File: src/rtl/mem34_reader.sv
// Read side of the mem34 parameter memory: walks an address window and sends it to the
// serial transmitter as a framed stream (header, address, count, data, checksum).
module mem34_reader #(
  parameter logic [7:0]  HEADER   = 8'hA5,
  parameter int unsigned READ_LAT = 2
) (
  input  logic       clk,
  input  logic       rst,
  input  logic       start,
  input  logic [5:0] start_addr,
  input  logic [5:0] count,
  output logic [5:0] mem34_addr_r,
  input  logic [7:0] mem34_xout,
  output logic [7:0] t_byte,
  output logic       t_valid,
  input  logic       t_ready,
  output logic       busy,
  output logic       done
);

  localparam logic [2:0] LAT_INIT = 3'(READ_LAT);

  typedef enum logic [2:0] {
    IDLE = 3'd0,
    HDR  = 3'd1,
    ADR  = 3'd2,
    CNT  = 3'd3,
    RD   = 3'd4,
    WAIT = 3'd5,
    DATA = 3'd6,
    CSUM = 3'd7
  } state_t;

  state_t     state_q, state_d;
  logic [7:0] byte_d;
  logic       valid_d;
  logic [5:0] addr_d;
  logic       busy_d;
  logic       done_d;
  logic [5:0] saddr_q, saddr_d;
  logic [5:0] cnt_q, cnt_d;
  logic [6:0] rem_q, rem_d;
  logic [2:0] lat_q, lat_d;
  logic [7:0] sum_q, sum_d;

  logic       xfer;
  logic [7:0] sum_add;

  assign xfer    = t_valid & t_ready;
  assign sum_add = sum_q + t_byte;

  always_ff @(posedge clk) begin
    if (rst) begin
      state_q      <= IDLE;
      t_byte       <= 8'd0;
      t_valid      <= 1'b0;
      mem34_addr_r <= 6'd0;
      busy         <= 1'b0;
      done         <= 1'b0;
      saddr_q      <= 6'd0;
      cnt_q        <= 6'd0;
      rem_q        <= 7'd0;
      lat_q        <= 3'd0;
      sum_q        <= 8'd0;
    end else begin
      state_q      <= state_d;
      t_byte       <= byte_d;
      t_valid      <= valid_d;
      mem34_addr_r <= addr_d;
      busy         <= busy_d;
      done         <= done_d;
      saddr_q      <= saddr_d;
      cnt_q        <= cnt_d;
      rem_q        <= rem_d;
      lat_q        <= lat_d;
      sum_q        <= sum_d;
    end
  end

  always_comb begin
    state_d = state_q;
    byte_d  = t_byte;
    valid_d = t_valid;
    addr_d  = mem34_addr_r;
    busy_d  = busy;
    done_d  = 1'b0;
    saddr_d = saddr_q;
    cnt_d   = cnt_q;
    rem_d   = rem_q;
    lat_d   = lat_q;
    sum_d   = xfer ? sum_add : sum_q;

    case (state_q)
      IDLE: begin
        // done high means CSUM was only just accepted; a start in that cycle is dropped
        if (start && !done) begin
          state_d = HDR;
          busy_d  = 1'b1;
          addr_d  = start_addr;
          saddr_d = start_addr;
          cnt_d   = count;
          rem_d   = (count == 6'd0) ? 7'd64 : {1'b0, count};
          byte_d  = HEADER;
          valid_d = 1'b1;
          sum_d   = 8'd0;
        end
      end
      HDR: begin
        if (xfer) begin
          byte_d  = {2'b00, saddr_q};
          state_d = ADR;
        end
      end
      ADR: begin
        if (xfer) begin
          byte_d  = {2'b00, cnt_q};
          state_d = CNT;
        end
      end
      CNT: begin
        if (xfer) begin
          valid_d = 1'b0;
          state_d = RD;
        end
      end
      RD: begin
        lat_d   = LAT_INIT;
        state_d = WAIT;
      end
      WAIT: begin
        lat_d = lat_q - 3'd1;
        if (lat_q == 3'd1) begin
          byte_d  = mem34_xout;
          valid_d = 1'b1;
          state_d = DATA;
        end
      end
      DATA: begin
        if (xfer) begin
          rem_d = rem_q - 7'd1;
          if (rem_q != 7'd1) begin
            addr_d  = mem34_addr_r + 6'd1;
            valid_d = 1'b0;
            state_d = RD;
          end else begin
            // trailer makes the whole frame sum to zero mod 256
            byte_d  = 8'd0 - sum_add;
            state_d = CSUM;
          end
        end
      end
      CSUM: begin
        if (xfer) begin
          valid_d = 1'b0;
          busy_d  = 1'b0;
          done_d  = 1'b1;
          state_d = IDLE;
        end
      end
      default: state_d = IDLE;
    endcase
  end

endmodule

File: config.mk
export PLATFORM = sky130hd
export DESIGN_NAME = mem34_reader
export DESIGN_NICKNAME = d
export VERILOG_FILES = /design/src/rtl/mem34_reader.sv
export SDC_FILE = /design/constraint.sdc
export NUM_CORES = 1
export LEC_CHECK = 0
export CAP_MARGIN = 30
export CORE_ASPECT_RATIO = 0.5
export CORE_UTILIZATION = 50
export DETAILED_ROUTE_END_ITERATION = 10
export DONT_BUFFER_PORTS = 1
export SETUP_SLACK_MARGIN = 0.3
export SYNTH_ARGS = -nofsm -noshare
export SYNTH_HDL_FRONTEND = slang
export SYNTH_SLANG_ARGS = --single-unit
File: constraint.sdc
create_clock -name clk -period 3 [get_ports clk]
set_input_delay 0.45 -clock clk [delete_from_list [all_inputs] [get_ports clk]]
set_output_delay 0.45 -clock clk [all_outputs]
set_load 0.03 [all_outputs]
==> qor.log, run 1 <==
INFO  setup_path     crit_path_max_incr_delay=570ps
INFO  detailed_routing postRouteWirelength=8280um
INFO  layout         fillers=537
INFO  place          place.detailed.hpwl=5910um
INFO  yosys          number_of_cells_produced_by_synthesis=393
INFO  place          gp_congestion=0.867
INFO  layout         diodes=0
INFO  sta            max_slew_headroom_at_the_worst_pin=0.564
INFO  run            cap_viol_max_count=0
INFO  floorplanning  floorplan.rows=19
INFO  worst_hold_path worstHoldStart=rst
INFO  detailed_routing detailroute.via_count=2869
INFO  sta            slew_violations=0
INFO  clock_network  cts_made_buffers=5
INFO  global_routing grt_pass1_vias=2620
INFO  layout         stdcell_count=467
INFO  clock_network  cts_max_level=2
INFO  pwr            peak_supply_drop=0.434mV
INFO  global_routing antenna_found_initial=0
INFO  setup_path     critical_path.startpoint=sum_q[0]
INFO  yosys          synth_flop_cell=sky130_fd_sc_hd__dfxtp_1
INFO  setup_path     critPathCaptureType=register
INFO  floorplanning  floorplan.die.height=57.1um
INFO  global_routing grt_max_degree=44
INFO  floorplanning  design.core.area=5660um2
INFO  sta            finalClockSkew=11.4ps
INFO  sta            hold_viol_final=0
INFO  pwr            cellLeakagePower=1.30nW
INFO  setup_path     worst_ep_arrival_time=2870ps
INFO  yosys          synth_enable_flop_cells=0
INFO  yosys          postSynthAreaPerCell=7.72um2
INFO  sta            worstMarginPinSlew=652ps
INFO  yosys          async_reset_ff_frac=0
INFO  clock_network  root_cell_of_the_clock_tree=sky130_fd_sc_hd__clkbuf_16
INFO  detailed_routing postRouteAntennaNets=0
INFO  sta            fin_crit_sh=0.880
INFO  pwr            power.density=777nW/um2
INFO  detailed_routing vias_per_cell=6.14
INFO  worst_hold_path class_of_the_most_critical_hold_timing_path=in2reg
INFO  global_routing global_route.overflow_total=0
INFO  yosys          post_synth_num_cell_types=55
INFO  layout         post_route_cells_drive_above_1_share=0.117
INFO  outcome        status=finished, violations left
INFO  detailed_routing drc=1
INFO  detailed_routing routedWlPerCell=17.7um
INFO  floorplanning  boundaryPins=41
INFO  clock_network  clock_insertion_delay_worst_skew=300ps
INFO  place          post-place-cells=456
INFO  sta            unrepaired_setup_endpoints_after_global_routing=no
INFO  layout         area_growth=13.1%
INFO  setup_path     timing.critical_path.fanout_max=4
INFO  setup_path     series_of_cell_instances_along_the_critical_path=ha_2 > inv_1 > fa_2 > nor2b_4 > o211a_1 > o311ai_4 > or4_4 > or3_1 > a41oi_2
INFO  setup_path     rr_startpoint=sum_q[0]
INFO  setup_path     setup.worst_path.class=reg2reg
INFO  detailed_routing detail_route.iter0.violations=238
INFO  layout         nets=431
INFO  floorplanning  die_w=112um
INFO  yosys          yosysMostFrequentCell=sky130_fd_sc_hd__nand2_1
INFO  clock_network  tritoncts=yes
INFO  clock_network  clock_slew_at_reported_path_ffs=70ps
INFO  yosys          yosysSeqAreaShare=0.330
INFO  outcome        failed_checks=DRC
INFO  sta            timing.final.ws_setup=361ps
INFO  yosys          synth_seq_cells=50
INFO  sta            period_needed=2640ps
INFO  setup_path     critical-path-slowest-cell=sky130_fd_sc_hd__or4_4
INFO  floorplanning  floorplan.die_area=6410um2
INFO  sta            holdWs=208ps
INFO  yosys          netlist.top_cell.by_area=sky130_fd_sc_hd__dfxtp_1
INFO  setup_path     start_kind=register
INFO  sta            setup_total_negative_slack=0ps
INFO  yosys          synthesis.nets=431
INFO  global_routing grt_first_pass_wirelength=13600um
INFO  place          port_buffers=0
INFO  place          dpl_worst_slack=255ps
INFO  clock_network  clock_sinks=50
INFO  yosys          synth.yosys.warnings=0
INFO  sta            fmaxAchievable=379MHz
INFO  global_routing globalRouteTotalUtil=0.275
INFO  yosys          netlist_top_cells_count=sky130_fd_sc_hd__nand2_1 (54), sky130_fd_sc_hd__dfxtp_1 (50), sky130_fd_sc_hd__nor2_1 (45)
INFO  yosys          area_of_the_mapped_netlist=3040um2
INFO  setup_path     crit_required=3230ps
INFO  sta            setup_viol_count_final=0
INFO  yosys          ys_top_cells_by_area=sky130_fd_sc_hd__dfxtp_1 (33%), sky130_fd_sc_hd__nand2_1 (6.7%), sky130_fd_sc_hd__a21oi_1 (6.4%), sky130_fd_sc_hd__nor2_1 (5.6%), sky130_fd_sc_hd__ha_1 (5.4%)
INFO  floorplanning  floorplan.initialDensity=0.536
INFO  clock_network  cts_buffer_depth=2
INFO  yosys          netlist.area_leader.share=0.330
INFO  detailed_routing drtPass1Iterations=7
-- state kept, by name, summed over array words and instances, names as in the netlist --
signal        cells
sum_q             8
t_byte            8
rem_q             7
cnt_q             6
mem34_addr_r      6
saddr_q           6
lat_q             3
state_q           3
busy              1
done              1
t_valid           1
-- layout by cell type (no fill, tap or decap), drive strengths merged, types with 7 or more instances in the layout --
cell    instances
nand2b          7
nand2          54
inv            14
o21ai          25
dfxtp          50
buf            18
ha             13
a21oi          39
a22oi          10
nor2b          10
nor2           45
nand3           7
mux2i          10
-- critical path, delay by kind of cell (launching register included) --
family / cells / cell delay [ps]
adders and majority gates: 2 / 620
AOI/OAI and AO/OA: 3 / 470
buffers and inverters: 1 / 60
DFF: 1 / 340
and+or+nand+nor: 3 / 1080
-- cell type report --
cell class	count	area (um2)	share of cell area
clock inverter	3	26.3	0.00766
clock buffer	5	125	0.0365
timing repair buffer	18	168	0.0489
multi-input combinational	306	1970	0.575
sequential	50	1000	0.292
tap	73	91.3	0.0266
inverter	12	45.0	0.0131
-- power by group --
group | switching, W | internal, W
combinational | 0.000671 | 0.000443
clock | 0.000286 | 0.000318
sequential | 0.000171 | 0.000777
-- final timing paths --
kind	to	slack [ps]	cells past startpoint
worst max-delay path	t_byte[7]	360	9
worst min-delay path	lat_q[2]	210	1
worst max register to register	t_byte[7]	360	9
worst min register to register	cnt_q[1]	460	2
-- per-stage QoR --
step           power (W)  cell area (um2)   util
2_1_floorplan    0.00174             3040      -
3_3_place_gp     0.00199             3150  0.556
3_5_place_dp     0.00202             3150  0.556
4_1_cts          0.00263             3320  0.586
5_1_grt          0.00284             3430  0.607
6_report         0.00267             3430  0.607
-- layer usage --
metal,vias up,track usage,part of all wire
met5,-,0,0
li1,1410,-,-
met1,1339,0.378,0.47
met3,8,0.0776,0.099
met4,0,0.0724,0.0083
met2,112,0.428,0.43
-- kinds of logic (layout without fill, tap and decap cells) --
logic type | Yosys count | after routing | share of synthesized area
adder cells (fa/ha/maj) | 14 | 14 | 0.0602
flip-flops | 50 | 50 | 0.330
AO/OA/AOI/OAI | 120 | 120 | 0.263
XOR/XNOR | 9 | 9 | 0.0309
AND/OR/NAND/NOR | 152 | 152 | 0.234
buffers and inverters | 37 | 38 | 0.0462
multiplexers | 11 | 11 | 0.0367
-- repair_timing --
| action | 4_1_cts | 5_1_grt |
|---|---|---|
| gates resized for setup | 3 | 11 |
| pin swaps | 1 | 6 |
| setup buffers | 1 | 1 |
| cloned | 0 | 0 |
| setup endpoints to repair | 1 | 1 |
| hold buffers | 0 | 0 |
No activity file was read; power rests on OpenSTA's default activity.
==> inputs of run 2 (changes only) <==
--- a/config.mk
+++ b/config.mk
@@ -8,6 +8,7 @@
 export CAP_MARGIN = 30
 export CORE_ASPECT_RATIO = 0.5
 export CORE_UTILIZATION = 50
+export CTS_BUF_LIST = sky130_fd_sc_hd__clkbuf_4
 export DETAILED_ROUTE_END_ITERATION = 10
 export DONT_BUFFER_PORTS = 1
 export SETUP_SLACK_MARGIN = 0.3
==> run 2 against run 1 <==
Compared with the run above: the flow still finishes with violations (DRC); critical path depth increased by 1; sequential share of layout area increased by 0.91 points; register-to-register slack about the same; sequential power about the same; combinational power about the same; setup slack got worse by 6.5 ps; non-clock buffer count unchanged; fmax decreased by 0.25%; final area decreased by 3.0%; sequential cell count unchanged; first-iteration DRC count decreased by 1.7%; clock power decreased by 40%; highest routed layer unchanged.
==> qor.log, run 2 (synthesized netlist as in run 1, its figures left out) <==
INFO  outcome        status=finished, violations left [unchanged]
INFO  outcome        failed_checks=DRC [unchanged]
INFO  global_routing antenna_found_initial=0 [unchanged]
INFO  setup_path     crit_required=3350ps [was 3230 ps]
INFO  pwr            power.density=730nW/um2 [was 777 nW/um2]
INFO  layout         post_route_cells_drive_above_1_share=0.117 [unchanged]
INFO  sta            slew_violations=0 [unchanged]
INFO  sta            worstMarginPinSlew=653ps [was 652 ps]
INFO  run            cap_viol_max_count=0 [unchanged]
INFO  detailed_routing detail_route.iter0.violations=234 [was 238]
INFO  place          port_buffers=0 [unchanged]
INFO  sta            finalClockSkew=25.2ps [was 11.4 ps]
INFO  pwr            net-switching-power=0.00111W [was 0.00113 W]
INFO  global_routing grt_pass1_vias=2610 [was 2620]
INFO  clock_network  cts_max_level=2 [unchanged]
INFO  detailed_routing detailroute.via_count=2887 [was 2869]
INFO  pwr            cellLeakagePower=1.25nW [was 1.30 nW]
INFO  sta            timing.final.ws_setup=354ps [was 361 ps]
INFO  layout         final_common_cell=sky130_fd_sc_hd__nand2_1 [unchanged]
INFO  sta            max_slew_headroom_at_the_worst_pin=0.564 [about the same]
INFO  floorplanning  die_w=112um [unchanged]
INFO  clock_network  root_cell_of_the_clock_tree=sky130_fd_sc_hd__clkbuf_4 [was sky130_fd_sc_hd__clkbuf_16]
INFO  floorplanning  floorplan.die_area=6410um2 [unchanged]
INFO  clock_network  tritoncts=yes [unchanged]
INFO  layout         reg_top3=sum_q (8), t_byte (8), rem_q (7) [unchanged]
INFO  setup_path     critical-path-slowest-cell=sky130_fd_sc_hd__or4_4 [unchanged]
INFO  setup_path     crit_path_max_incr_delay=570ps [about the same]
INFO  floorplanning  floorplan.rows=19 [unchanged]
INFO  pwr            peak_supply_drop=0.430mV [was 0.434 mV]
INFO  clock_network  clock_insertion_delay_worst_skew=410ps [was 300 ps]
INFO  clock_network  clock_sinks=50 [unchanged]
INFO  detailed_routing drc=1 [unchanged]
INFO  sta            setup_viol_count_final=0 [unchanged]
INFO  pwr            power.switching_fraction=0.456 [was 0.423]
INFO  layout         diodes=0 [unchanged]
INFO  setup_path     worst-path-buf-inv=2 [was 1]
INFO  setup_path     crit_family=simple AND/OR/NAND/NOR gates [unchanged]
INFO  clock_network  clock_slew_at_reported_path_ffs=180ps [was 70 ps]
INFO  sta            fmaxAchievable=378MHz [was 379 MHz]
INFO  setup_path     critPathCaptureType=register [unchanged]
INFO  sta            fin_crit_sh=0.882 [was 0.880]
INFO  detailed_routing routedWlPerCell=17.7um [about the same]
INFO  clock_network  cts_buffer_depth=2 [unchanged]
INFO  place          dpl_worst_slack=255ps [unchanged]
INFO  setup_path     worst_ep_arrival_time=2990ps [was 2870 ps]
INFO  layout         area_growth=9.65% [was 13.1%]
INFO  global_routing global_route.overflow_total=0 [unchanged]
INFO  global_routing grt_max_degree=44 [unchanged]
INFO  place          gp_congestion=0.867 [unchanged]
INFO  layout         final_cell_mix=sky130_fd_sc_hd__nand2_1 (54), sky130_fd_sc_hd__dfxtp_1 (48), sky130_fd_sc_hd__nor2_1 (45), sky130_fd_sc_hd__a21oi_1 (39), sky130_fd_sc_hd__buf_4 (17) [was sky130_fd_sc_hd__nand2_1 (54), sky130_fd_sc_hd__dfxtp_1 (48), sky130_fd_sc_hd__nor2_1 (45), sky130_fd_sc_hd__a21oi_1 (39)]
INFO  detailed_routing postRouteAntennaNets=0 [unchanged]
INFO  pwr            part_of_the_power_in_registers=0.390 [was 0.356]
INFO  floorplanning  boundaryPins=41 [unchanged]
INFO  floorplanning  floorplan.die.height=57.1um [unchanged]
INFO  floorplanning  floorplan.initialDensity=0.536 [unchanged]
INFO  setup_path     start_kind=register [unchanged]
INFO  global_routing globalRouteTotalUtil=0.272 [was 0.275]
INFO  clock_network  cts_made_buffers=5 [unchanged]
INFO  pwr            clock_power_share=0.148 [was 0.226]
INFO  setup_path     series_of_cell_instances_along_the_critical_path=ha_2 > inv_1 > fa_2 > nor2b_4 > buf_4 > o2111ai_1 > o311ai_4 > or4_4 > or3_1 > a41oi_2 [was ha_2 > inv_1 > fa_2 > nor2b_4 > o211a_1 > o311ai_4 > or4_4 > or3_1 > a41oi_2]
INFO  sta            setup_total_negative_slack=0ps [unchanged]
INFO  place          place.detailed.hpwl=5910um [unchanged]
INFO  detailed_routing postRouteWirelength=8270um [was 8280 um]
INFO  sta            period_needed=2650ps [was 2640 ps]
INFO  detailed_routing drtPass1Iterations=8 [was 7]
INFO  setup_path     setup.worst_path.class=reg2reg [unchanged]
INFO  clock_network  holdBufCountCts=0 [unchanged]
INFO  global_routing grt_first_pass_wirelength=13500um [was 13600 um]
INFO  pwr            p_comb_frac=0.461 [was 0.418]
INFO  pwr            cell_internal_power_dissipation=0.00132W [was 0.00154 W]
INFO  sta            unrepaired_setup_endpoints_after_global_routing=no [unchanged]
INFO  layout         nets=431 [unchanged]
INFO  floorplanning  design.core.area=5660um2 [unchanged]
INFO  sta            hold_viol_final=0 [unchanged]
INFO  setup_path     timing.critical_path.fanout_max=4 [unchanged]
INFO  worst_hold_path class_of_the_most_critical_hold_timing_path=in2reg [unchanged]
INFO  detailed_routing vias_per_cell=6.18 [was 6.14]
-- run 2: cell counts in the layout (fill, tap and decap cells not counted) --
Identical to the previous run, type by type.
-- run 2: power by group through the flow --
| stage | registers (W) | logic (W) | clock network (W) |
|---|---|---|---|
| 6_report | 0.000948 | 0.00112 | 0.000360 |
| 5_1_grt | 0.000968 | 0.00123 | 0.000394 |
| 4_1_cts | 0.000948 | 0.00106 | 0.000370 |
| 3_5_place_dp | 0.000964 | 0.00105 | 0 |
| 3_3_place_gp | 0.000958 | 0.00104 | 0 |
| 2_1_floorplan | 0.000945 | 0.000795 | 0 |
-- run 2: final timing paths --
kind / startpoint / end / slack (ps) / cells past startpoint
min: rst / state_q[1] / 70 / 1
min reg2reg: cnt_q[1] / cnt_q[1] / 470 / 2
max reg2reg: t_byte[0] / t_byte[7] / 350 / 10
max: t_byte[0] / t_byte[7] / 350 / 10
-- run 2: per-layer routing --
layer | track usage | wire (um) | up-vias
met4 | 0.0667 | 65 | 0
met5 | 0 | 0 | -
li1 | - | - | 1408
met3 | 0.0755 | 746 | 8
met1 | 0.373 | 3900 | 1370
met2 | 0.428 | 3550 | 101
-- run 2: layout make-up --
type,instances,area (um2)
Fill cell,544,2330
Clock buffer,5,37.5
Inverter,12,45.0
Tap cell,73,91.3
Multi-Input combinational cell,306,1970
Sequential cell,50,1000
Clock inverter,3,26.3
Timing Repair Buffer,18,155
-- run 2: timing repair --
item	CTS	global route
gates resized for setup	4	10
pin swaps	1	5
endpoints found under the setup margin	1	1
buffers inserted	1	1
-- run 2: worst reg2reg max path, delay by kind of cell, from the launching register on --
family          cells  cell delay [ps]
buf+inv             2              200
fa+ha+maj           2              430
simple gates        3             1000
flops               1              350
compound gates      3              610
-- run 2: through the flow --
stage,util,hold WS [ps],instances,power [W],area (um2)
finish,0.588,74.1,467,0.00243,3330
global route,0.588,41.1,467,0.00259,3330
CTS,0.571,64.7,465,0.00238,3230
detailed placement,0.556,452,456,0.00202,3150
global placement,0.556,444,456,0.00199,3150
floorplan,-,434,393,0.00174,3040
==> inputs of run 3 (changes only) <==
==> constraint.sdc (replaced) <==
create_clock -name clk -period 3.3 [get_ports clk]
set_input_delay 0.495 -clock clk [delete_from_list [all_inputs] [get_ports clk]]
set_output_delay 0.495 -clock clk [all_outputs]
set_load 0.03 [all_outputs]
==> run 3 against run 2 <==
Compared with the run above: the run still ends with DRC left; first-iteration DRC count grew 9.0%; critical path depth decreased by 1; fmax decreased by 4.2%; global-route usage fell by 1.0 points; total power fell by 14%; via count is 2.3% lower; routed wire length shrank 4.9%; sequential share of layout area is 1.5 points higher; cell count decreased by 1.9%; combinational power decreased by 18%; final area down 5.1%.
==> qor.log, run 3 (synthesized netlist as in run 1, its figures left out) <==
INFO  outcome        status=finished, violations left [unchanged]
INFO  outcome        failed_checks=DRC [unchanged]
INFO  setup_path     worst_ep_arrival_time=3090ps [was 2990 ps]
INFO  setup_path     setup.worst_path.class=reg2reg [unchanged]
INFO  layout         area_growth=4.04% [was 9.65%]
INFO  global_routing grt_max_degree=44 [unchanged]
INFO  layout         stdcell_count=458 [was 467]
INFO  layout         reg_top3=sum_q (8), t_byte (8), rem_q (7) [unchanged]
INFO  layout         nets=422 [was 431]
INFO  setup_path     timing.reg2reg.worst_path_depth=9 [was 10]
INFO  sta            slew_violations=0 [unchanged]
INFO  floorplanning  floorplan.rows=19 [unchanged]
INFO  place          gp_congestion=0.839 [was 0.867]
INFO  worst_hold_path class_of_the_most_critical_hold_timing_path=in2reg [unchanged]
INFO  clock_network  root_cell_of_the_clock_tree=sky130_fd_sc_hd__clkbuf_4 [unchanged]
INFO  pwr            part_of_the_power_in_registers=0.419 [was 0.390]
INFO  global_routing antenna_found_initial=0 [unchanged]
INFO  setup_path     critical-path-slowest-cell=sky130_fd_sc_hd__or4_1 [was sky130_fd_sc_hd__or4_4]
INFO  setup_path     worst-r2r-setup-slack=540ps [was 350 ps]
INFO  detailed_routing detail_route.iter0.violations=255 [was 234]
INFO  pwr            p_comb_frac=0.436 [was 0.461]
INFO  sta            fmaxAchievable=362MHz [was 378 MHz]
INFO  clock_network  cts.repair_timing.setup_buffer_count=0 [was 1]
INFO  setup_path     critical_path.startpoint=t_byte[0] [unchanged]
INFO  layout         fillers=569 [was 544]
INFO  setup_path     series_of_cell_instances_along_the_critical_path=ha_1 > inv_1 > fa_1 > nor2b_1 > o211a_1 > o311ai_1 > or4_1 > or3_1 > a41oi_2 [was ha_2 > inv_1 > fa_2 > nor2b_4 > buf_4 > o2111ai_1 > o311ai_4 > or4_4 > or3_1 > a41oi_2]
INFO  setup_path     crit-reg2reg-capture=t_byte[7] [unchanged]
INFO  setup_path     crit_end=t_byte[7] [unchanged]
INFO  floorplanning  floorplan.die_area=6410um2 [unchanged]
INFO  layout         final-seq-area=1000um2 [about the same]
INFO  sta            unrepaired_setup_endpoints_after_global_routing=no [unchanged]
INFO  global_routing grt_first_pass_wirelength=13000um [was 13500 um]
INFO  layout         post_route_cells_drive_above_1_share=0.0623 [was 0.117]
INFO  setup_path     crit_required=3630ps [was 3350 ps]
INFO  sta            worstMarginPinSlew=727ps [was 653 ps]
INFO  clock_network  cts_buffer_depth=2 [unchanged]
INFO  place          port_buffers=0 [unchanged]
INFO  setup_path     crit_family=simple AND/OR/NAND/NOR gates [unchanged]
INFO  sta            period_needed=2760ps [was 2650 ps]
INFO  setup_path     start_kind=register [unchanged]
INFO  detailed_routing vias_per_cell=6.16 [was 6.18]
INFO  global_routing globalRouteTotalUtil=0.261 [was 0.272]
INFO  clock_network  holdBufCountCts=0 [unchanged]
INFO  place          post-place-cells=450 [was 456]
INFO  pwr            power.switching_fraction=0.456 [about the same]
INFO  setup_path     rr_startpoint=t_byte[0] [unchanged]
INFO  global_routing global_route.overflow_total=0 [unchanged]
INFO  sta            setup_viol_count_final=0 [unchanged]
INFO  sta            max_slew_headroom_at_the_worst_pin=0.515 [was 0.564]
INFO  setup_path     worst-path-buf-inv=1 [was 2]
INFO  pwr            clock_power_share=0.145 [was 0.148]
INFO  detailed_routing postRouteWirelength=7870um [was 8270 um]
INFO  place          place.detailed.hpwl=5710um [was 5910 um]
INFO  clock_network  tritoncts=yes [unchanged]
INFO  clock_network  cts_max_level=2 [unchanged]
INFO  clock_network  clock_sinks=50 [unchanged]
INFO  run            cap_viol_max_count=0 [unchanged]
INFO  layout         diodes=0 [unchanged]
INFO  pwr            cell_internal_power_dissipation=0.00114W [was 0.00132 W]
INFO  pwr            peak_supply_drop=0.301mV [was 0.430 mV]
INFO  floorplanning  die_w=112um [unchanged]
INFO  floorplanning  design.core.area=5660um2 [unchanged]
INFO  sta            fin_crit_sh=0.836 [was 0.882]
INFO  sta            hold_viol_final=0 [unchanged]
INFO  pwr            power.density=663nW/um2 [was 730 nW/um2]
INFO  clock_network  cts_made_buffers=5 [unchanged]
INFO  clock_network  post_cts_resize_count=0 [was 4]
INFO  setup_path     cp_num_cells=9 [was 10]
INFO  detailed_routing drtPass1Iterations=10 [was 8]
INFO  sta            setup_total_negative_slack=0ps [unchanged]
INFO  detailed_routing routedWlPerCell=17.2um [was 17.7 um]
INFO  layout         area_occupied_by_multi_input_gates=1890um2 [was 1970 um2]
INFO  pwr            cellLeakagePower=1.18nW [was 1.25 nW]
INFO  layout         final_common_cell=sky130_fd_sc_hd__nand2_1 [unchanged]
INFO  setup_path     timing.critical_path.fanout_max=4 [unchanged]
INFO  layout         final_cell_mix=sky130_fd_sc_hd__nand2_1 (54), sky130_fd_sc_hd__dfxtp_1 (50), sky130_fd_sc_hd__nor2_1 (45), sky130_fd_sc_hd__a21oi_1 (39), sky130_fd_sc_hd__o21ai_0 (16) [was sky130_fd_sc_hd__nand2_1 (54), sky130_fd_sc_hd__dfxtp_1 (48), sky130_fd_sc_hd__nor2_1 (45), sky130_fd_sc_hd__a21oi_1 (39), sky130_fd_sc_hd__buf_4 (17)]
INFO  setup_path     critPathCaptureType=register [unchanged]
INFO  setup_path     crit_path_max_incr_delay=580ps [was 570 ps]
INFO  floorplanning  floorplan.die.height=57.1um [unchanged]
INFO  detailed_routing drc=1 [unchanged]
INFO  global_routing grt_pass1_vias=2595 [was 2610]
INFO  clock_network  clock_insertion_delay_worst_skew=390ps [was 410 ps]
INFO  floorplanning  floorplan.initialDensity=0.536 [unchanged]
INFO  pwr            net-switching-power=0.000955W [was 0.00111 W]
INFO  detailed_routing detailroute.via_count=2820 [was 2887]
INFO  sta            finalClockSkew=9.32ps [was 25.2 ps]
INFO  clock_network  clock_slew_at_reported_path_ffs=160ps [was 180 ps]
INFO  floorplanning  boundaryPins=41 [unchanged]
INFO  detailed_routing postRouteAntennaNets=0 [unchanged]
run 3: cell types whose count changed in the layout (fill, tap and decap cells not counted), sizes merged:
cell / delta
inv: -2
buf: -9
clkinv: +2
run 3: layer usage:
layer,share of wire,vias up,global-route usage
met5,0,-,0
met4,0.0058,0,0.0648
met3,0.077,6,0.0723
met2,0.43,92,0.394
met1,0.49,1329,0.371
li1,-,1393,-
run 3: worst min path at each step:
| stage | from | to | slack, ps | cells after the start |
|---|---|---|---|---|
| floorplan | saddr_q[2] | saddr_q[2] | 430 | 2 |
| finish | rst | t_byte[6] | 150 | 1 |
| global placement | cnt_q[0] | cnt_q[0] | 440 | 2 |
| CTS | rst | saddr_q[3] | 130 | 1 |
| detailed placement | cnt_q[2] | cnt_q[2] | 450 | 2 |
| global route | rst | lat_q[0] | 110 | 1 |
run 3: final cells by class:
type	instances	area share
clock inverters	3	0.00674
multi-input cells	306	0.600
well taps	73	0.0289
inverters	12	0.0143
clock buffers	5	0.0119
flip-flops and latches	50	0.317
repair buffers	9	0.0214
run 3: power by group through the flow:
stage               combinational [W]  sequential, W  clock (W)
floorplan                    0.000723       0.000858          0
global placement             0.000894       0.000886          0
detailed placement           0.000905       0.000889          0
CTS                          0.000909       0.000875   0.000319
global route                  0.00102       0.000896   0.000345
finish                       0.000913       0.000877   0.000304
run 3: per-stage QoR:
step	utilization	setup slack, ps	area (um2)	power [W]	hold slack [ps]
2_1_floorplan	-	515	3040	0.00158	434
3_3_place_gp	0.548	658	3100	0.00178	439
3_5_place_dp	0.548	572	3100	0.00179	448
4_1_cts	0.558	533	3160	0.00210	126
5_1_grt	0.558	312	3160	0.00226	114
6_report	0.558	540	3160	0.00209	154
run 3: worst register-to-register path, cell delays in order (launching register included):
cell and delay (ps):
sky130_fd_sc_hd__dfxtp_1 370, sky130_fd_sc_hd__ha_1 190, sky130_fd_sc_hd__inv_1 60, sky130_fd_sc_hd__fa_1 400, sky130_fd_sc_hd__nor2b_1 220, sky130_fd_sc_hd__o211a_1 190, sky130_fd_sc_hd__o311ai_1 150, sky130_fd_sc_hd__or4_1 580
sky130_fd_sc_hd__or3_1 380, sky130_fd_sc_hd__a41oi_2 160
